$ cat src/rtl/edge_event_pkg.sv
// Shared types and sizing helpers for the multi-channel edge/event detector.
// The optional interrupt output is controlled by the EDGE_EVENT_IRQ_EN macro.
package edge_event_pkg;

  typedef enum logic [1:0] {
    EDGE_OFF  = 2'b00,
    EDGE_RISE = 2'b01,
    EDGE_FALL = 2'b10,
    EDGE_BOTH = 2'b11
  } edge_mode_e;

  // Filter length: a zero FILTER_CYCLES behaves as a single-cycle filter.
  function automatic int filt_len(input int n);
    return (n < 1) ? 1 : n;
  endfunction

  // Width of a counter that must hold values 0..n.
  function automatic int cnt_width(input int n);
    return (n < 1) ? 1 : $clog2(n + 1);
  endfunction

  function automatic logic edge_hit(input edge_mode_e mode, input logic rising);
    logic hit;
    case (mode)
      EDGE_RISE: hit = rising;
      EDGE_FALL: hit = ~rising;
      EDGE_BOTH: hit = 1'b1;
      default:   hit = 1'b0;
    endcase
    return hit;
  endfunction

endpackage

$ cat src/rtl/edge_event_if.sv
// Channel-vector signal bundle between the control inputs and the detector.
// EDGE_EVENT_IRQ_EN adds the interrupt mask input and the interrupt output.
interface edge_event_if #(parameter int NUM_CH = 8);

  logic [NUM_CH-1:0]   i_signal;
  logic [2*NUM_CH-1:0] i_mode;
  logic [NUM_CH-1:0]   i_clr;
  logic [NUM_CH-1:0]   o_level;
  logic [NUM_CH-1:0]   o_pulse;
  logic [NUM_CH-1:0]   o_pending;
  logic                o_armed;
`ifdef EDGE_EVENT_IRQ_EN
  logic [NUM_CH-1:0]   i_irq_mask;
  logic                o_irq;
`endif

  modport master (
    output i_signal, i_mode, i_clr,
    input  o_level, o_pulse, o_pending, o_armed
`ifdef EDGE_EVENT_IRQ_EN
    , output i_irq_mask
    , input  o_irq
`endif
  );

  modport slave (
    input  i_signal, i_mode, i_clr,
    output o_level, o_pulse, o_pending, o_armed
`ifdef EDGE_EVENT_IRQ_EN
    , input  i_irq_mask
    , output o_irq
`endif
  );

endinterface

$ cat src/rtl/edge_event_channel.sv
// One detector channel: synchroniser chain, glitch filter and edge classification.
// The next-cycle pulse is exported so the top can set pending on the same edge.
module edge_event_channel
  import edge_event_pkg::*;
#(
  parameter int SYNC_STAGES   = 2,
  parameter int FILTER_CYCLES = 0
) (
  input  logic       i_clk,
  input  logic       i_rst,
  input  logic       i_signal,
  input  edge_mode_e i_mode,
  input  logic       i_armed,
  output logic       o_level,
  output logic       o_pulse,
  output logic       o_pulse_next
);

  localparam int FLT_N = filt_len(FILTER_CYCLES);
  localparam int CW    = cnt_width(FLT_N);
  localparam logic [CW-1:0] FLT_LAST = CW'(FLT_N - 1);

  logic [SYNC_STAGES-1:0] sync_q, sync_d;
  logic [CW-1:0]          cnt_q, cnt_d;
  logic                   level_q, level_d;
  logic                   pulse_q, pulse_d;
  logic                   s_i;

  assign s_i = sync_q[SYNC_STAGES-1];

  always_comb begin
    sync_d    = sync_q;
    sync_d[0] = i_signal;
    for (int k = 1; k < SYNC_STAGES; k++) sync_d[k] = sync_q[k-1];
  end

  // Before arming, level follows the synchroniser output it is about to see,
  // so an input already high at reset release never looks like an edge.
  always_comb begin
    level_d = level_q;
    cnt_d   = cnt_q;
    pulse_d = 1'b0;
    if (!i_armed) begin
      level_d = sync_d[SYNC_STAGES-1];
      cnt_d   = '0;
    end else if (s_i == level_q) begin
      cnt_d = '0;
    end else if (cnt_q == FLT_LAST) begin
      level_d = s_i;
      cnt_d   = '0;
      pulse_d = edge_hit(i_mode, s_i);
    end else begin
      cnt_d = cnt_q + 1'b1;
    end
  end

  always_ff @(posedge i_clk) begin
    if (i_rst) begin
      sync_q  <= '0;
      cnt_q   <= '0;
      level_q <= 1'b0;
      pulse_q <= 1'b0;
    end else begin
      sync_q  <= sync_d;
      cnt_q   <= cnt_d;
      level_q <= level_d;
      pulse_q <= pulse_d;
    end
  end

  assign o_level      = level_q;
  assign o_pulse      = pulse_q;
  assign o_pulse_next = pulse_d;

endmodule

$ cat src/rtl/edge_event_detector.sv
// Multi-channel edge/event detector top: arm counter, sticky pending flags,
// per-channel detectors; EDGE_EVENT_IRQ_EN adds a masked, registered interrupt.
module edge_event_detector
  import edge_event_pkg::*;
#(
  parameter int NUM_CH        = 8,
  parameter int SYNC_STAGES   = 2,
  parameter int FILTER_CYCLES = 0
) (
  input logic          i_clk,
  input logic          i_rst,
  edge_event_if.slave  bus
);

  localparam int AW = cnt_width(SYNC_STAGES);
  localparam logic [AW-1:0] ARM_LAST = AW'(SYNC_STAGES - 1);

  logic [AW-1:0]     arm_cnt_q, arm_cnt_d;
  logic              armed_q, armed_d;
  logic [NUM_CH-1:0] pending_q, pending_d;
  logic [NUM_CH-1:0] level, pulse, pulse_next;

  for (genvar g = 0; g < NUM_CH; g++) begin : g_ch
    edge_event_channel #(
      .SYNC_STAGES   (SYNC_STAGES),
      .FILTER_CYCLES (FILTER_CYCLES)
    ) u_ch (
      .i_clk        (i_clk),
      .i_rst        (i_rst),
      .i_signal     (bus.i_signal[g]),
      .i_mode       (edge_mode_e'(bus.i_mode[2*g +: 2])),
      .i_armed      (armed_q),
      .o_level      (level[g]),
      .o_pulse      (pulse[g]),
      .o_pulse_next (pulse_next[g])
    );
  end

  always_comb begin
    arm_cnt_d = arm_cnt_q;
    armed_d   = armed_q;
    if (!armed_q) begin
      if (arm_cnt_q == ARM_LAST) armed_d = 1'b1;
      else                       arm_cnt_d = arm_cnt_q + 1'b1;
    end
  end

  // Set beats clear when both land on the same edge.
  always_comb begin
    pending_d = pending_q;
    if (armed_q) pending_d = (pending_q & ~bus.i_clr) | pulse_next;
  end

  always_ff @(posedge i_clk) begin
    if (i_rst) begin
      arm_cnt_q <= '0;
      armed_q   <= 1'b0;
      pending_q <= '0;
    end else begin
      arm_cnt_q <= arm_cnt_d;
      armed_q   <= armed_d;
      pending_q <= pending_d;
    end
  end

  assign bus.o_level   = level;
  assign bus.o_pulse   = pulse;
  assign bus.o_pending = pending_q;
  assign bus.o_armed   = armed_q;

`ifdef EDGE_EVENT_IRQ_EN
  logic irq_q, irq_d;

  // Driven from the registered pending flags, so it trails the pending set by a cycle.
  always_comb irq_d = |(pending_q & bus.i_irq_mask);

  always_ff @(posedge i_clk) begin
    if (i_rst) irq_q <= 1'b0;
    else       irq_q <= irq_d;
  end

  assign bus.o_irq = irq_q;
`endif

endmodule

$ cat src/flat_wrapper.sv
// flat-port wrapper written by rule: the top's interface ports become plain ports
module edge_event_detector_flat import edge_event_pkg::*;
#(
  parameter int NUM_CH        = 8,
  parameter int SYNC_STAGES   = 2,
  parameter int FILTER_CYCLES = 0
)
  (i_clk, i_rst, bus_i_signal, bus_i_mode, bus_i_clr, bus_o_level, bus_o_pulse, bus_o_pending, bus_o_armed);
  edge_event_if #(.NUM_CH(NUM_CH)) bus_i ();
  input logic i_clk;
  input logic i_rst;
  input wire logic [$bits(bus_i.i_signal)-1:0] bus_i_signal;
  input wire logic [$bits(bus_i.i_mode)-1:0] bus_i_mode;
  input wire logic [$bits(bus_i.i_clr)-1:0] bus_i_clr;
  output wire logic [$bits(bus_i.o_level)-1:0] bus_o_level;
  output wire logic [$bits(bus_i.o_pulse)-1:0] bus_o_pulse;
  output wire logic [$bits(bus_i.o_pending)-1:0] bus_o_pending;
  output wire logic [$bits(bus_i.o_armed)-1:0] bus_o_armed;
  assign bus_i.i_signal = bus_i_signal;
  assign bus_i.i_mode = bus_i_mode;
  assign bus_i.i_clr = bus_i_clr;
  assign bus_o_level = bus_i.o_level;
  assign bus_o_pulse = bus_i.o_pulse;
  assign bus_o_pending = bus_i.o_pending;
  assign bus_o_armed = bus_i.o_armed;
  edge_event_detector #(.NUM_CH(NUM_CH), .SYNC_STAGES(SYNC_STAGES), .FILTER_CYCLES(FILTER_CYCLES)) u_core (.i_clk(i_clk), .i_rst(i_rst), .bus(bus_i));
endmodule
$ cat config.mk
export PLATFORM = sky130hd
export DESIGN_NAME = edge_event_detector_flat
export DESIGN_NICKNAME = d
export VERILOG_FILES = /design/src/rtl/edge_event_pkg.sv /design/src/rtl/edge_event_if.sv /design/src/rtl/edge_event_channel.sv /design/src/rtl/edge_event_detector.sv /design/src/flat_wrapper.sv
export SDC_FILE = /design/constraint.sdc
export NUM_CORES = 1
export LEC_CHECK = 0
export ABC_AREA = 1
export CAP_MARGIN = 20
export CORE_MARGIN = 8
export CORE_UTILIZATION = 40
export CTS_CLUSTER_SIZE = 25
export DETAILED_ROUTE_END_ITERATION = 12
export GPL_ROUTABILITY_DRIVEN = 0
export GPL_TIMING_DRIVEN = 0
export HOLD_SLACK_MARGIN = 0.05
export PLACE_DENSITY = 0.8
export SLEW_MARGIN = 20
export SYNTH_ARGS = -nofsm -noshare
export SYNTH_HDL_FRONTEND = slang
export SYNTH_SLANG_ARGS = --single-unit
$ cat constraint.sdc
create_clock -name i_clk -period 1.2 [get_ports i_clk]
set_input_delay 0.24 -clock i_clk [delete_from_list [all_inputs] [get_ports i_clk]]
set_output_delay 0.24 -clock i_clk [all_outputs]
set_load 0.05 [all_outputs]
==> impl_metrics.csv, run 1 <==
group,metric,value,unit
timing,max_freq,870,MHz
power,switchingPower,1.37,mW
critical_path,cp-end-kind,"output port",
timing,skew,6.01,ps
clock_network,cts_made_buffers,5,
timing,finalHoldViolations,0,
critical_path,crit_buf_inv,2,
clock_network,cts-hold-fix-buffers,0,
grt,gr-total-overflow,0,
synth,synth_top_family_by_area,"simple AND/OR/NAND/NOR gates",
clock_network,clock_sinks,51,
run,maxCapViolCount,0,
critical_path,cp_slowest_cell,"dfxtp_1",
final_layout,fillCellCount,467,
detailed_routing,detail-route-antenna-nets,0,
grt,grtUsageTotal,11.6,%
grt,first_global_vias,1571,
die,rows,25,
grt,grt_max_degree,15,
timing,final.setup.worst_slack,50.0,ps
detailed_routing,drtIter0Drc,110,
critical_path,worstRegToRegCells,4,
placed_design,hpwl,3160,microns
clock_network,root_buffer,"clkbuf_8",
final_layout,nNetsFinal,366,
critical_path,crit_cells,2,
synth,synth_compound_area_share,3.79,%
detailed_routing,routed-via-count,1630,
timing,finalCritPeriodShare,95.8,%
critical_path,crit_type,"flip-flop to output port",
die,start_util,41.6,%
clock_network,clock_latency,290,ps
synth,synth_seq_cells,51,
synth,avgSynthCellArea,7.61,sq um
timing,setup_viol,0,
power,cellLeakagePower,1.40,nW
critical_path,max_stage_delay,320,ps
die,core_area,4750,sq um
critical_path,cp_max_fo,1,
timing,hold_ws,192,ps
detailed_routing,dr.pass1.iters,4,
detailed_routing,wire_per_inst,10.4,microns
synth,seq_area_frac_synth,51.6,%
timing,fin_tns_setup,0,ps
placed_design,portBuffers,57,
power,clock_power_share,23.9,%
synth,synthXorXnorAreaFrac,0,%
critical_path,crit_family,"flip-flops",
clock_network,clk_pin_slew_worst_paths,90,ps
power,seqPwrFrac,46.1,%
final_layout,layout-drive-gt1-share,20.5,%
power,p_int,2.92,mW
grt,grt_pass1_wl,6940,microns
critical_path,crit_chain,"buf_4, clkbuf_4",
die,die_width,86.3,microns
placed_design,pre_cts_ws,-325,ps
final_layout,final_cell_area,2720,sq um
power,combPwrFrac,30.0,%
grt,antenna_found_initial,0,
clock_network,clock_path_buffers,2,
final_layout,post-route-util,57.1,%
power,peakVddDrop,0.000824,V
synth,synth_top_cell_by_area,"dfxtp_1",
clock_network,post_cts.repair.setup_buffers,0,
detailed_routing,drc,0,
synth,syn_area,1980,sq um
run_status,run_status,"finished, final reports clean",
critical_path,arrival,910,ps
clock_network,tritoncts,"yes",
power,power_density,1580,nW/um^2
synth,ys_top_cells_by_area,"dfxtp_1, nand2_1, inv_1",
die,die_area,7460,sq um
power,sw_frac_of_total,32.0,%
die,fp.dieH,86.3,microns
synth,yosys_warnings,0,
synth,synthMuxAreaShare,0,%
final_layout,n_antenna_cell,0,
synth,synthSimpleGateAreaFrac,26.3,%
synth,ys_types,16,
timing,drv_slew,0,
final_layout,areaGrowthSynthToFinish,37.2,%
synth,syn_inst,260,
timing,min_period,1150,ps
worst_hold_path,hold_class,"input pin to flip-flop",
clock_network,cts.htree.levels,2,
detailed_routing,vias_per_cell,4.09,
critical_path,required,960,ps
synth,synth_top_area_share,51.6,%
critical_path,startpoint_type,"flip-flop",
die,ioPinCount,59,
detailed_routing,wirelength,4130,microns
synth,synth_fa_ha_area_share,0.632,%
worst_hold_path,hold_path_depth,2,
placed_design,placed_cell_area,2660,sq um
synth_stat cells (all sizes together):
library cell	count
inv	45
ha	1
dfxtp	51
buf	21
a21oi	7
o21ai	8
conb	1
nor2	46
nand3	17
nand2	63
metrics by stage:
| stage | cells | power (mW) |
|---|---|---|
| floorplan | 267 | 2.88 |
| global placement | 391 | 3.28 |
| detailed placement | 391 | 3.31 |
| CTS | 399 | 4.31 |
| global route | 399 | 4.56 |
| finish | 399 | 4.29 |
worst paths after layout:
| check | startpoint | to | slack [ps] |
|---|---|---|---|
| hold / removal | i_rst | u_core.bus.o_armed$_SDFF_PP0_ | 190 |
| setup / recovery | u_core.g_ch[3].u_ch.o_pulse$_SDFF_PP0_ | bus_o_pulse[3] | 50 |
| hold reg to reg | u_core.g_ch[6].u_ch.sync_q[0]$_SDFF_PP0_ | u_core.g_ch[6].u_ch.sync_q[1]$_SDFF_PP0_ | 420 |
| setup reg to reg | u_core.bus.o_armed$_SDFF_PP0_ | u_core.g_ch[6].u_ch.o_level$_SDFFE_PP0P_ | 190 |
metal layers:
metal,routed length (microns),global-route usage (%),up-vias
met1,1640,11.1,711
met3,292,5.29,2
li1,-,-,884
met2,2180,22.1,33
met5,0,0,-
met4,18,2.50,0
registers in the layout (all words and copies together), names as in the netlist:
name	flops
u_core.g_ch.u_ch.o_level	8
u_core.g_ch.u_ch.sync_q	16
u_core.arm_cnt_q	2
u_core.g_ch.u_ch.o_pulse	8
u_core.bus.o_pending	8
u_core.bus.o_armed	1
u_core.g_ch.u_ch.cnt_q	8
cells by family (layout without fill, tap and decap cells):
logic type,count (synthesis),count (layout)
other,1,8
AOI/OAI and AO/OA,15,15
DFF,51,51
buffers and inverters,66,131
adders and majority gates,1,1
and+or+nand+nor,126,126
power by group through the flow:
stage               sequential (mW)  clock [mW]  combinational, mW
detailed placement             2.00           0               1.30
floorplan                      2.07           0              0.812
global placement               2.00           0               1.28
finish                         1.98        1.03               1.29
CTS                            1.97        1.06               1.27
global route                   2.00        1.14               1.42
worst register-to-register path, cell delays in order (launching register included):
cell     delay [ps]
dfxtp_2         330
buf_6           150
inv_1           240
nor2_1           90
a21oi_1         130
cell usage in the layout (no fill, tap or decap):
| cell type | instances |
|---|---|
| o21ai_1 | 1 |
| dfxtp_2 | 9 |
| o21ai_0 | 7 |
| nor2_1 | 42 |
| clkbuf_1 | 1 |
| nor2_2 | 4 |
| ha_1 | 1 |
| dfxtp_1 | 42 |
| a21oi_1 | 7 |
| clkdlybuf4s50_1 | 32 |
| clkbuf_4 | 5 |
| nand2_8 | 1 |
| nand3_1 | 17 |
| nand2_1 | 62 |
| inv_8 | 1 |
| clkbuf_8 | 7 |
| buf_4 | 19 |
| inv_1 | 44 |
| buf_6 | 12 |
| buf_2 | 10 |
| conb_1 | 8 |
area by class of cell:
class,count,area (sq um),share of cell area (%)
plain buffers,21,170,6.26
clock buffers,8,100,3.68
inverters,45,176,6.49
multi-input cells,150,638,23.5
flip-flops and latches,51,1030,38.0
well taps,67,83.8,3.09
repair buffers,57,515,19.0
repair_timing:
item / in CTS / in global routing
setup endpoints to repair: 25 / 13
gates resized for setup: 144 / 13
pin swaps: 0 / 0
(Power assumes the default switching activity.)
==> inputs of run 2 (changes only) <==
CORE_UTILIZATION = 46   (was 40)
CTS_CLUSTER_SIZE = 40   (was 25)
PLACE_DENSITY = 0.88   (was 0.8)
==> impl_metrics.csv, run 2 (synthesized netlist as in run 1, its figures left out) <==
group,metric,value,unit
die,die_area,6660,sq um
power,cellLeakagePower,1.40,nW
critical_path,crit_type,"flip-flop to output port",
detailed_routing,drc,0,
clock_network,clock_sinks,51,
timing,final.setup.worst_slack,30.1,ps
final_layout,largest_reg_flops,16,
critical_path,cp-end-kind,"output port",
final_layout,layout.cells.most_common,"nand2_1",
grt,grt_pass1_wl,7000,microns
detailed_routing,detail-route-antenna-nets,0,
final_layout,nNetsFinal,366,
detailed_routing,dr.pass1.iters,4,
grt,gr-total-overflow,0,
run_status,run_status,"finished, final reports clean",
final_layout,areaGrowthSynthToFinish,36.4,%
power,peakVddDrop,0.000887,V
detailed_routing,wirelength,4230,microns
critical_path,cp_max_fo,4,
timing,rsz0062_at_grt,"true",
die,fp.dieH,81.6,microns
timing,min_period,1170,ps
final_layout,instances_no_fill,384,
critical_path,crit_family,"flip-flops",
critical_path,required,960,ps
clock_network,clock_path_buffers,2,
clock_network,cts.htree.levels,2,
clock_network,clock_latency,300,ps
timing,finalCritPeriodShare,97.5,%
detailed_routing,wire_per_inst,11.0,microns
critical_path,crit_buf_inv,2,
detailed_routing,routed-via-count,1635,
detailed_routing,drtIter0Drc,67,
grt,grtUsageTotal,13.5,%
clock_network,cts_made_buffers,5,
placed_design,portBuffers,57,
timing,fin_tns_setup,0,ps
detailed_routing,vias_per_cell,4.26,
worst_hold_path,hold_class,"input pin to flip-flop",
timing,setup_viol,0,
power,power_density,1600,nW/um^2
placed_design,hpwl,3220,microns
placed_design,dpl.cell_count,376,
critical_path,crit_chain,"buf_4, buf_6",
die,ioPinCount,59,
critical_path,max_stage_delay,360,ps
timing,finalHoldViolations,0,
clock_network,root_buffer,"clkbuf_8",
die,start_util,46.7,%
clock_network,clk_pin_slew_worst_paths,80,ps
timing,max_freq,855,MHz
die,die_width,81.6,microns
grt,first_global_vias,1636,
timing,skew,4.66,ps
timing,drv_slew,0,
final_layout,largest_register,"u_core.g_ch.u_ch.sync_q",
clock_network,cts-hold-fix-buffers,0,
critical_path,arrival,930,ps
critical_path,startpoint_type,"flip-flop",
die,rows,24,
placed_design,pre_cts_ws,-314,ps
die,core_area,4230,sq um
critical_path,cp_slowest_cell,"dfxtp_4",
grt,grt_max_degree,15,
grt,antenna_found_initial,0,
clock_network,tritoncts,"yes",
run,maxCapViolCount,0,
final_layout,layout-drive-gt1-share,20.5,%
final_layout,final_cell_mix,"nand2_1, inv_1, nor2_1, dfxtp_1, clkdlybuf4s50_1",
timing,hold_ws,169,ps
final_layout,post-route-util,63.8,%
final_layout,n_antenna_cell,0,
-- run 2: cell types whose count changed in the layout (fill, tap and decap cells not counted) --
cell,before,now
dfxtp_4,0,1
dfxtp_2,9,8
-- run 2: final cells by class --
class	instances	area [sq um]
fillers	376	1530
flip-flops and latches	51	1030
multi-input cells	150	638
repair buffers	57	515
inverters	45	176
plain buffers	21	170
clock buffers	8	100
well taps	52	65.1
-- run 2: path summary, 6_finish.rpt --
| check | from | to | slack, ps | depth (start not counted) |
|---|---|---|---|---|
| worst min register to register | u_core.g_ch[2].u_ch.sync_q[0]$_SDFF_PP0_ | u_core.g_ch[2].u_ch.sync_q[1]$_SDFF_PP0_ | 420 | 2 |
| worst min-delay path | i_rst | u_core.g_ch[4].u_ch.sync_q[1]$_SDFF_PP0_ | 170 | 2 |
| worst max register to register | u_core.bus.o_armed$_SDFF_PP0_ | u_core.g_ch[5].u_ch.o_level$_SDFFE_PP0P_ | 190 | 4 |
| worst max-delay path | u_core.g_ch[0].u_ch.o_level$_SDFFE_PP0P_ | bus_o_level[0] | 30 | 2 |
-- run 2: routing by layer --
metal | global-route usage [%] | wire length, microns | vias to the layer above
li1 | - | - | 888
met1 | 13.3 | 1620 | 708
met2 | 26.0 | 2310 | 32
met3 | 3.50 | 233 | 7
met4 | 5.79 | 62 | 0
met5 | 0 | 0 | -
-- run 2: through the flow --
stage,cell area (sq um),power (mW)
2_1_floorplan,2010,2.88
3_3_place_gp,2640,3.26
3_5_place_dp,2640,3.30
4_1_cts,2660,4.31
5_1_grt,2700,4.55
6_report,2700,4.31
-- run 2: where the power goes --
part           internal (mW)  leakage (nW)  total, mW  switching (mW)
registers               1.87         0.423       1.97           0.108
logic                  0.525         0.924       1.29           0.767
clock network          0.526        0.0515       1.04           0.517
total                   2.92          1.40       4.31            1.39
-- run 2: timing repair --
item | in CTS | in global routing
resized for setup | 144 | 14
pin swaps | 0 | 0
buffers inserted | 0 | 0
hold endpoints to repair | 0 | 0
setup endpoints to repair | 25 | 13
